<file path="src/rtl/uart_pkg.sv">
// Shared UART arbitration types and helpers.
//   arb_state_t   : arbiter FSM encoding (idle / packet-locked grant)
//   next_rr_index : cyclic first-set search starting at a pointer
package uart_pkg;

    // Widest requester vector the round-robin helper supports.
    localparam int unsigned RrMaxReq = 16;

    typedef enum logic [0:0] {ARB_IDLE, ARB_GRANT} arb_state_t;

    // Returns the first index with valid_vec set, searching ptr, ptr+1, ... modulo n.
    // Returns 0 when nothing is set; callers qualify with their own found flag.
    function automatic logic [3:0] next_rr_index(input logic [RrMaxReq-1:0] valid_vec,
                                                 input int unsigned ptr,
                                                 input int unsigned n);
        logic [3:0]  idx;
        logic        found;
        int unsigned cand;
        idx   = '0;
        found = 1'b0;
        for (int unsigned k = 0; k < RrMaxReq; k++) begin
            cand = ptr + k;
            // Explicit wrap instead of modulo: n need not be a power of two.
            if (cand >= n) begin
                cand = cand - n;
            end
            if (!found && (k < n) && valid_vec[cand[3:0]]) begin
                idx   = cand[3:0];
                found = 1'b1;
            end
        end
        return idx;
    endfunction

endpackage

</file>
<file path="src/rtl/uart_rr_picker.sv">
// Combinational round-robin selector.
//   valid_i : request vector
//   ptr_i   : index with highest priority this round
//   idx_o   : first requesting index at or after ptr_i (cyclic)
//   found_o : at least one request is present
module uart_rr_picker
    import uart_pkg::*;
#(
    parameter int unsigned NumReq = 4,
    parameter int unsigned IdxW   = 2
) (
    input  logic [NumReq-1:0] valid_i,
    input  logic [IdxW-1:0]   ptr_i,
    output logic [IdxW-1:0]   idx_o,
    output logic              found_o
);

    logic [RrMaxReq-1:0] valid_ext;
    logic [3:0]          idx;

    always_comb begin
        valid_ext                = '0;
        valid_ext[NumReq-1:0]    = valid_i;
        idx                      = next_rr_index(valid_ext, 32'(ptr_i), NumReq);
        idx_o                    = IdxW'(idx);
        found_o                  = |valid_i;
    end

endmodule

</file>
<file path="src/rtl/uart_tx_arbiter_axis.sv">
// Round-robin, packet-locked arbiter sharing one UART transmitter between several AXIS sources.
//   din_axis_*  : NUM_REQUESTERS byte sources, requester i at tdata[i*WORD_WIDTH +: WORD_WIDTH]
//   dout_axis_* : one-entry registered stream towards the transmitter
//   grant_id    : current or most recent grantee
//   busy        : grant held or output register occupied
// Build option: define UART_TX_ARB_PRIO0_EN to give requester 0 strict priority when idle.
module uart_tx_arbiter_axis
    import uart_pkg::*;
#(
    parameter int unsigned NUM_REQUESTERS = 4,
    parameter int unsigned WORD_WIDTH     = 8,
    parameter int unsigned MAX_BURST      = 16,
    parameter int unsigned GAP_LIMIT      = 1024,
    localparam int unsigned GrantW = $clog2(NUM_REQUESTERS > 1 ? NUM_REQUESTERS : 2)
) (
    input  logic                             clk,
    input  logic                             rst_n,
    input  logic [NUM_REQUESTERS*WORD_WIDTH-1:0] din_axis_tdata,
    input  logic [NUM_REQUESTERS-1:0]        din_axis_tvalid,
    input  logic [NUM_REQUESTERS-1:0]        din_axis_tlast,
    output logic [NUM_REQUESTERS-1:0]        din_axis_tready,
    output logic [WORD_WIDTH-1:0]            dout_axis_tdata,
    output logic                             dout_axis_tvalid,
    input  logic                             dout_axis_tready,
    output logic [GrantW-1:0]                grant_id,
    output logic                             busy
);

    localparam int unsigned BeatW = $clog2(MAX_BURST + 1);
    localparam int unsigned GapW  = $clog2(GAP_LIMIT + 1);

    arb_state_t             state_q, state_d;
    logic [GrantW-1:0]      grant_q, grant_d;
    logic [GrantW-1:0]      rr_ptr_q, rr_ptr_d;
    logic [BeatW-1:0]       beat_cnt_q, beat_cnt_d;
    logic [GapW-1:0]        gap_cnt_q, gap_cnt_d;
    logic                   dout_valid_q, dout_valid_d;
    logic [WORD_WIDTH-1:0]  dout_data_q, dout_data_d;

    logic [GrantW-1:0]      pick_idx, sel_idx, ptr_after;
    logic                   pick_found;
    logic                   g_valid, g_last, out_space, take;
    logic [WORD_WIDTH-1:0]  g_data;

    uart_rr_picker #(
        .NumReq (NUM_REQUESTERS),
        .IdxW   (GrantW)
    ) u_picker (
        .valid_i (din_axis_tvalid),
        .ptr_i   (rr_ptr_q),
        .idx_o   (pick_idx),
        .found_o (pick_found)
    );

`ifdef UART_TX_ARB_PRIO0_EN
    assign sel_idx = din_axis_tvalid[0] ? '0 : pick_idx;
`else
    assign sel_idx = pick_idx;
`endif

    assign g_valid   = din_axis_tvalid[grant_q];
    assign g_last    = din_axis_tlast[grant_q];
    assign g_data    = din_axis_tdata[grant_q*WORD_WIDTH +: WORD_WIDTH];
    // Output register can accept when empty or draining this cycle.
    assign out_space = dout_axis_tready || !dout_valid_q;
    assign take      = (state_q == ARB_GRANT) && g_valid && out_space;
    assign ptr_after = (grant_q == GrantW'(NUM_REQUESTERS - 1)) ? '0 : grant_q + 1'b1;

    always_comb begin
        din_axis_tready = '0;
        if (state_q == ARB_GRANT) begin
            din_axis_tready[grant_q] = out_space;
        end
    end

    always_comb begin
        state_d      = state_q;
        grant_d      = grant_q;
        rr_ptr_d     = rr_ptr_q;
        beat_cnt_d   = beat_cnt_q;
        gap_cnt_d    = gap_cnt_q;
        dout_valid_d = dout_valid_q && !dout_axis_tready;
        dout_data_d  = dout_data_q;
        unique case (state_q)
            ARB_IDLE: begin
                if (pick_found) begin
                    grant_d    = sel_idx;
                    state_d    = ARB_GRANT;
                    beat_cnt_d = '0;
                    gap_cnt_d  = '0;
                end
            end
            ARB_GRANT: begin
                if (take) begin
                    dout_valid_d = 1'b1;
                    dout_data_d  = g_data;
                    gap_cnt_d    = '0;
                    if (g_last || (beat_cnt_q == BeatW'(MAX_BURST - 1))) begin
                        state_d    = ARB_IDLE;
                        rr_ptr_d   = ptr_after;
                        beat_cnt_d = '0;
                    end else begin
                        beat_cnt_d = beat_cnt_q + 1'b1;
                    end
                end else if (!g_valid) begin
                    if (gap_cnt_q == GapW'(GAP_LIMIT - 1)) begin
                        state_d    = ARB_IDLE;
                        rr_ptr_d   = ptr_after;
                        beat_cnt_d = '0;
                        gap_cnt_d  = '0;
                    end else begin
                        gap_cnt_d = gap_cnt_q + 1'b1;
                    end
                end
            end
            default: state_d = ARB_IDLE;
        endcase
    end

    always_ff @(posedge clk or negedge rst_n) begin
        if (!rst_n) begin
            state_q      <= ARB_IDLE;
            grant_q      <= '0;
            rr_ptr_q     <= '0;
            beat_cnt_q   <= '0;
            gap_cnt_q    <= '0;
            dout_valid_q <= 1'b0;
            dout_data_q  <= '0;
        end else begin
            state_q      <= state_d;
            grant_q      <= grant_d;
            rr_ptr_q     <= rr_ptr_d;
            beat_cnt_q   <= beat_cnt_d;
            gap_cnt_q    <= gap_cnt_d;
            dout_valid_q <= dout_valid_d;
            dout_data_q  <= dout_data_d;
        end
    end

    assign dout_axis_tdata  = dout_data_q;
    assign dout_axis_tvalid = dout_valid_q;
    assign grant_id         = grant_q;
    assign busy             = (state_q == ARB_GRANT) || dout_valid_q;

endmodule

</file>
<file path="config.mk">
export PLATFORM = sky130hd
export DESIGN_NAME = uart_tx_arbiter_axis
export DESIGN_NICKNAME = d
export VERILOG_FILES = /design/src/rtl/uart_pkg.sv /design/src/rtl/uart_rr_picker.sv /design/src/rtl/uart_tx_arbiter_axis.sv
export SDC_FILE = /design/constraint.sdc
export NUM_CORES = 1
export LEC_CHECK = 0
export BUFFER_PORTS_ARGS = -buffer_cell sky130_fd_sc_hd__buf_2
export CORE_ASPECT_RATIO = 0.8
export CORE_UTILIZATION = 56
export DETAILED_ROUTE_END_ITERATION = 10
export PLACE_DENSITY = 0.83
export SKIP_LAST_GASP = 1
export SYNTH_ARGS = -nofsm -noshare
export SYNTH_HDL_FRONTEND = slang
export SYNTH_SLANG_ARGS = --single-unit
</file>
<file path="constraint.sdc">
create_clock -name clk -period 6.58 [get_ports clk]
set_input_delay 0.329 -clock clk [delete_from_list [all_inputs] [get_ports clk]]
set_output_delay 0.329 -clock clk [all_outputs]
set_load 0.02 [all_outputs]
</file>
==> metrics.csv, run 1 <==
metric,value,unit
Synth cell types,43,
synthesized flop and latch total,30,
Cell Int Power,584,µW
"leading cell type in the layout, fill and taps excluded",buf_2,
drt drc,0,
io pins,59,
critical path startpoint category,flop,
die height,56.1,µm
fmax,387,MHz
initial antenna violation count,0,
total global routing overflow,0,
flop-to-flop setup slack,4.00,ns
layout cells sized above 1,37.0,%
Synthesized Nets,252,
Inserted Diodes,0,
Tmin final,2.58,ns
Power per Cell Area,419,nW/µm²
Max Cap Viol,0,
CTS resizes,0,
CP endpoint kind,flop,
DR pass1 iterations,4,
Synth Instances,198,
clock skew,0.00512,ns
CP endpoint,beat_cnt_q[4],
Peak VDD IR,0.298,mV
Core Region,3470,µm²
Worst-Skew Late Latency,0.28,ns
signal arrival time at the worst endpoint,2.73,ns
register area share after synthesis,36.7,%
FP Rows,19,
number of synthesized flops with an enable pin,0,
Worst Setup SP,grant_id[0],
CTS max path bufs,2,
most frequent cells in the layout,"58 x buf_2, 30 x dfrtp_1, 20 x nand2_1",
post-cts hold buffer count,0,
clk slew on worst S/H paths,0.07,ns
Avg WL per Cell,14.7,µm
Via density,5.77,
final hold vios,0,
reg2reg path depth,5,
Syn. warnings,0,
H-tree depth,2,
Total GRT Usage,24.1,%
part of the cycle the worst path needs,39.3,%
worst path required time,6.73,ns
Vias,1726,
clock network power share,15.1,%
fin. max-slew vios,0,
gp weighted congestion,0.853,
setup bufs post-CTS,0,
vias in the first global route,1563,
final setup fails,0,
total CTS buffers,5,
Post-Synthesis Cell Area,2050,µm²
syn avg cell area,10.3,µm²
RSZ-0062 raised after global routing,no,
fill count,278,
area of the multi-input gates,1240,µm²
drt total wl,4.40,mm
fin nets,310,
largest net degree at the start of global routing,31,
net switching power,447,µW
Sinks on Clock Net,30,
metal3 WL,203,µm
TNS Setup,0,ns
synthesis-to-layout area growth,20.0,%
DP HPWL,3.17,mm
Starting Density,59.0,%
worst setup path category,flop to flop,
Slew @ Worst Pin,0.762,ns
Most used DFF post-synth,dfrtp_1,
overall die width,69.6,µm
first-pass GRT wire length,7.33,mm
Reg-to-Reg Start,grant_id[0],
status,"complete, no violations",
Register Area,751,µm²
clock root cell,clkbuf_8,
Reg power frac,32.5,%
HP Class,input port to asynchronous set/reset pin,
die area,3900,µm²
Antenna Nets Post-Route,0,
initial DRC count,108,
routed length on met1,2.08,mm
R2R Path End,beat_cnt_q[4],
Leak,0.00117,µW
CP max FO,16,
Net Sw Frac,43.3,%
top sig layer,met4,
CTS tree,built,
Port Buffers,58,
combinational group share of total power,52.4,%
Rel. slew slack,49.2,%
wire length on met2,2.06,mm
post-synthesis async set-or-reset flop share,100,%
Power Total,1030,µW
## area by class of cell
cell class / instances / area share [%]
clock inverter: 2 / 0.509
clock buffer: 6 / 3.36
timing repair buffer: 58 / 11.8
inverter: 9 / 1.37
multi-input combinational: 152 / 50.3
tap: 42 / 2.14
sequential: 30 / 30.5
## worst min-delay path by stage
stage,end,cells after the start,startpoint
after floorplan,beat_cnt_q[0],0,rst_n
after global placement,beat_cnt_q[2],1,rst_n
after detailed placement,beat_cnt_q[3],1,rst_n
after CTS,beat_cnt_q[0],1,rst_n
after global routing,beat_cnt_q[3],1,rst_n
final,beat_cnt_q[3],1,rst_n
## registers in the layout, summed over array words and instances, names as in the netlist
name / count
dout_axis_tvalid: 1
state_q: 1
grant_id: 2
rr_ptr_q: 2
gap_cnt_q: 11
dout_axis_tdata: 8
beat_cnt_q: 5
## per-stage QoR
step	area, µm²	setup WS [ns]	utilization (%)	instances	hold WS [ns]
floorplan	2050	4.26	-	198	0.0334
global placement	2360	4.07	68.1	291	0.395
detailed placement	2360	3.98	68.1	291	0.393
CTS	2460	3.97	70.8	299	0.0854
global route	2460	3.71	70.8	299	0.129
finish	2460	4.00	70.8	299	0.0729
## cell usage after synthesis, drive strengths merged (2+ instances only)
library cell	instances	area, µm²
nor3	8	40.0
inv	9	33.8
nand3	12	77.6
clkbuf	4	15.0
and2	3	18.8
mux4	10	229
or2	2	12.5
nand2	20	75.1
dfrtp	30	751
a31oi	2	12.5
a2111oi	2	17.5
o21ai	9	45.0
nand2b	3	18.8
buf	3	12.5
o21a	2	15.0
xnor2	2	17.5
mux2i	9	90.1
and3	6	37.5
ha	11	138
o22ai	3	18.8
nor4	3	18.8
o211ai	2	15.0
nand4b	2	17.5
mux2	13	146
nor2	14	55.1
a21oi	4	23.8
xor2	2	17.5
## cells by family after synthesis
kind of cell,count (synthesis),share of synthesized area (%)
xor gates and xnor gates,4,1.71
buffers and inverters,16,2.99
and+or+nand+nor,77,19.9
DFF,30,36.7
AOI/OAI and AO/OA,28,9.29
muxes,32,22.7
adders and majority gates,11,6.72
## critical path: stages (launching register included)
cell and delay [ns]:
dfrtp_1 0.84, mux4_2 0.70, nand4b_1 0.22, nand2_1 0.24, nor2_2 0.33, o22ai_1 0.13
## per-layer routing
metal / track usage, % / vias to the layer above
met5: 0 / -
met4: 8.29 / 0
met3: 4.89 / 4
met2: 38.6 / 47
met1: 32.9 / 832
li1: - / 843
## power groups by stage
stage	registers [µW]	logic (µW)	clock network (µW)
after floorplan	331	410	0
after global placement	335	521	0
after detailed placement	338	536	0
after CTS	335	540	159
after global routing	351	591	165
final	335	540	156
(Power assumes the default switching activity.)
==> inputs of run 2 (changes only) <==
CORE_UTILIZATION = 52   (was 56)
PLACE_DENSITY = 0.78   (was 0.83)
clock period = 2.5 ns   (was 6.58 ns; I/O delays follow)
==> run 2 against run 1 <==
Against the previous run: die area increased by 7.4%; flip-flop and latch count stayed put; setup slack got worse by 3.7 ns; critical path depth rose by 1; sequential power rose by 130%; largest power group unchanged; via count is 3.5% higher; sequential share of layout area down 0.68 points; power rose to 2.7 times the previous value; cell count grew 6.0%.
==> metrics.csv, run 2 (synthesis results as in run 1) <==
metric,value,unit,change
status,"complete, no violations",,
"leading cell type in the layout, fill and taps excluded",buf_2,,
Power per Cell Area,1100,nW/µm²,+160%
worst setup path category,flop to flop,,
drt drc,0,,unchanged
H-tree depth,2,,unchanged
RSZ-0062 raised after global routing,no,,
largest net degree at the start of global routing,31,,unchanged
max reg flops,11,,unchanged
hold path depth,3,,
TNS Setup,0,ns,unchanged
total CTS buffers,5,,unchanged
Total GRT Usage,23.1,%,-1.0 points
gp weighted congestion,0.854,,+0.13%
Avg WL per Cell,14.3,µm,-2.6%
io pins,59,,unchanged
fin util,66.6,%,-4.3 points
clk slew on worst S/H paths,0.07,ns,about the same
Port Buffers,58,,unchanged
Antenna Nets Post-Route,0,,unchanged
Inserted Diodes,0,,unchanged
Core Region,3780,µm²,+8.9%
final hold vios,0,,unchanged
first-pass GRT wire length,7.36,mm,+0.29%
largest register by flop count,gap_cnt_q,,
initial antenna violation count,0,,unchanged
Vias,1786,,+3.5%
fill count,317,,+14%
synthesis-to-layout area growth,22.8,%,
layout cells sized above 1,37.8,%,+0.82 points
Slew @ Worst Pin,0.652,ns,-0.110 ns
CTS tree,built,,
FP Rows,20,,+1
most frequent cells in the layout,"58 x buf_2, 30 x dfrtp_1, 20 x nand2_1",,
reg2reg path depth,6,,+1
R2R Path End,beat_cnt_q[4],,
DP Cell Count,308,,+5.8%
final setup fails,0,,unchanged
signal arrival time at the worst endpoint,2.41,ns,-0.32 ns
die height,58.1,µm,+3.6%
"non-filler cells, final",317,,+6.0%
total global routing overflow,0,,unchanged
Peak VDD IR,0.595,mV,+100%
Worst-Skew Late Latency,0.29,ns,about the same
CP max FO,11,,-5
Starting Density,54.2,%,-4.8 points
HP Class,input port to flop,,
CTS max path bufs,2,,unchanged
Sinks on Clock Net,30,,unchanged
Leak,0.00119,µW,+2.0%
Max Cap Viol,0,,unchanged
clock skew,0.00762,ns,+0.00250 ns
DR pass1 iterations,5,,+1
Reg-to-Reg Start,gap_cnt_q[0],,
critical path startpoint category,flop,,
clock root cell,clkbuf_8,,
vias in the first global route,1615,,+3.3%
initial DRC count,66,,-39%
Tmin final,2.24,ns,-0.340 ns
worst path required time,2.66,ns,-4.07 ns
fmax,446,MHz,+15%
CTS resizes,0,,unchanged
die area,4200,µm²,+7.4%
overall die width,72.2,µm,+3.7%
Rel. slew slack,56.6,%,+7.4 points
fin. max-slew vios,0,,unchanged
DP HPWL,3.48,mm,+9.8%
Worst Hold End,dout_axis_tdata[7],,
CP endpoint kind,flop,,
fin nets,315,,+1.6%
Via density,5.63,,-2.4%
drt total wl,4.55,mm,+3.3%
flop-to-flop setup slack,0.26,ns,-3.74 ns
Worst Min Path Start,din_axis_tdata[31],,
part of the cycle the worst path needs,89.8,%,+50 points
==> run 2: cell count changes in the layout (fill, tap and decap cells not counted) <==
cell and change:
dlygate4sd3_1 +1, buf_4 +4
==> run 2: final cells by class <==
cell class              instances  area [µm²]  area share (%)
clock buffers                   6        82.6            3.28
clock inverters                 2        12.5           0.498
inverters                       9        33.8            1.34
multi-input cells             152        1240            49.2
flip-flops and latches         30         751            29.9
well taps                      55        68.8            2.74
repair buffers                 63         330            13.1
==> run 2: how the worst max path moves through the flow <==
stage,from,endpoint,slack (ns)
6_report,gap_cnt_q[0],beat_cnt_q[4],0.26
5_1_grt,gap_cnt_q[0],beat_cnt_q[4],0.12
4_1_cts,gap_cnt_q[0],beat_cnt_q[4],0.26
3_5_place_dp,gap_cnt_q[0],beat_cnt_q[4],0.27
3_3_place_gp,gap_cnt_q[0],beat_cnt_q[4],0.32
2_1_floorplan,rr_ptr_q[0],grant_id[1],0.18
==> run 2: per-stage QoR <==
stage | worst slack, ns | hold slack, ns | cell area [µm²] | total power [µW]
global placement | 0.316 | 0.193 | 2410 | 2330
floorplan | 0.183 | -0.171 | 2050 | 1950
detailed placement | 0.266 | 0.188 | 2410 | 2360
finish | 0.256 | 0.281 | 2510 | 2760
CTS | 0.258 | 0.282 | 2510 | 2770
global route | 0.118 | 0.285 | 2510 | 2980
==> run 2: per-layer routing <==
metal | GRT usage, % | vias to the layer above | routed length (µm)
met5 | 0 | - | 0
met2 | 35.9 | 73 | 2100
met4 | 7.56 | 0 | 63
met3 | 6.26 | 8 | 316
met1 | 31.4 | 848 | 2060
li1 | - | 857 | -
==> run 2: critical path, cell delays in order, from the launching register on <==
cell and delay (ns):
dfrtp_1 0.39, ha_1 0.20, nand2_1 0.11, or4_4 0.53
o311a_1 0.49, nor2_2 0.28, o22ai_1 0.13
==> run 2: timing repair <==
| action | in CTS | in global routing |
|---|---|---|
| endpoints found under the setup margin | 0 | 0 |
| endpoints found under the hold margin | 30 | 0 |
| buffers inserted | 0 | 0 |
| hold buffers | 1 | 0 |
==> run 2: where the power goes <==
| part | internal, µW | switching [µW] |
|---|---|---|
| clock | 221 | 187 |
| sequential | 639 | 129 |
| combinational | 722 | 866 |
| total | 1580 | 1180 |
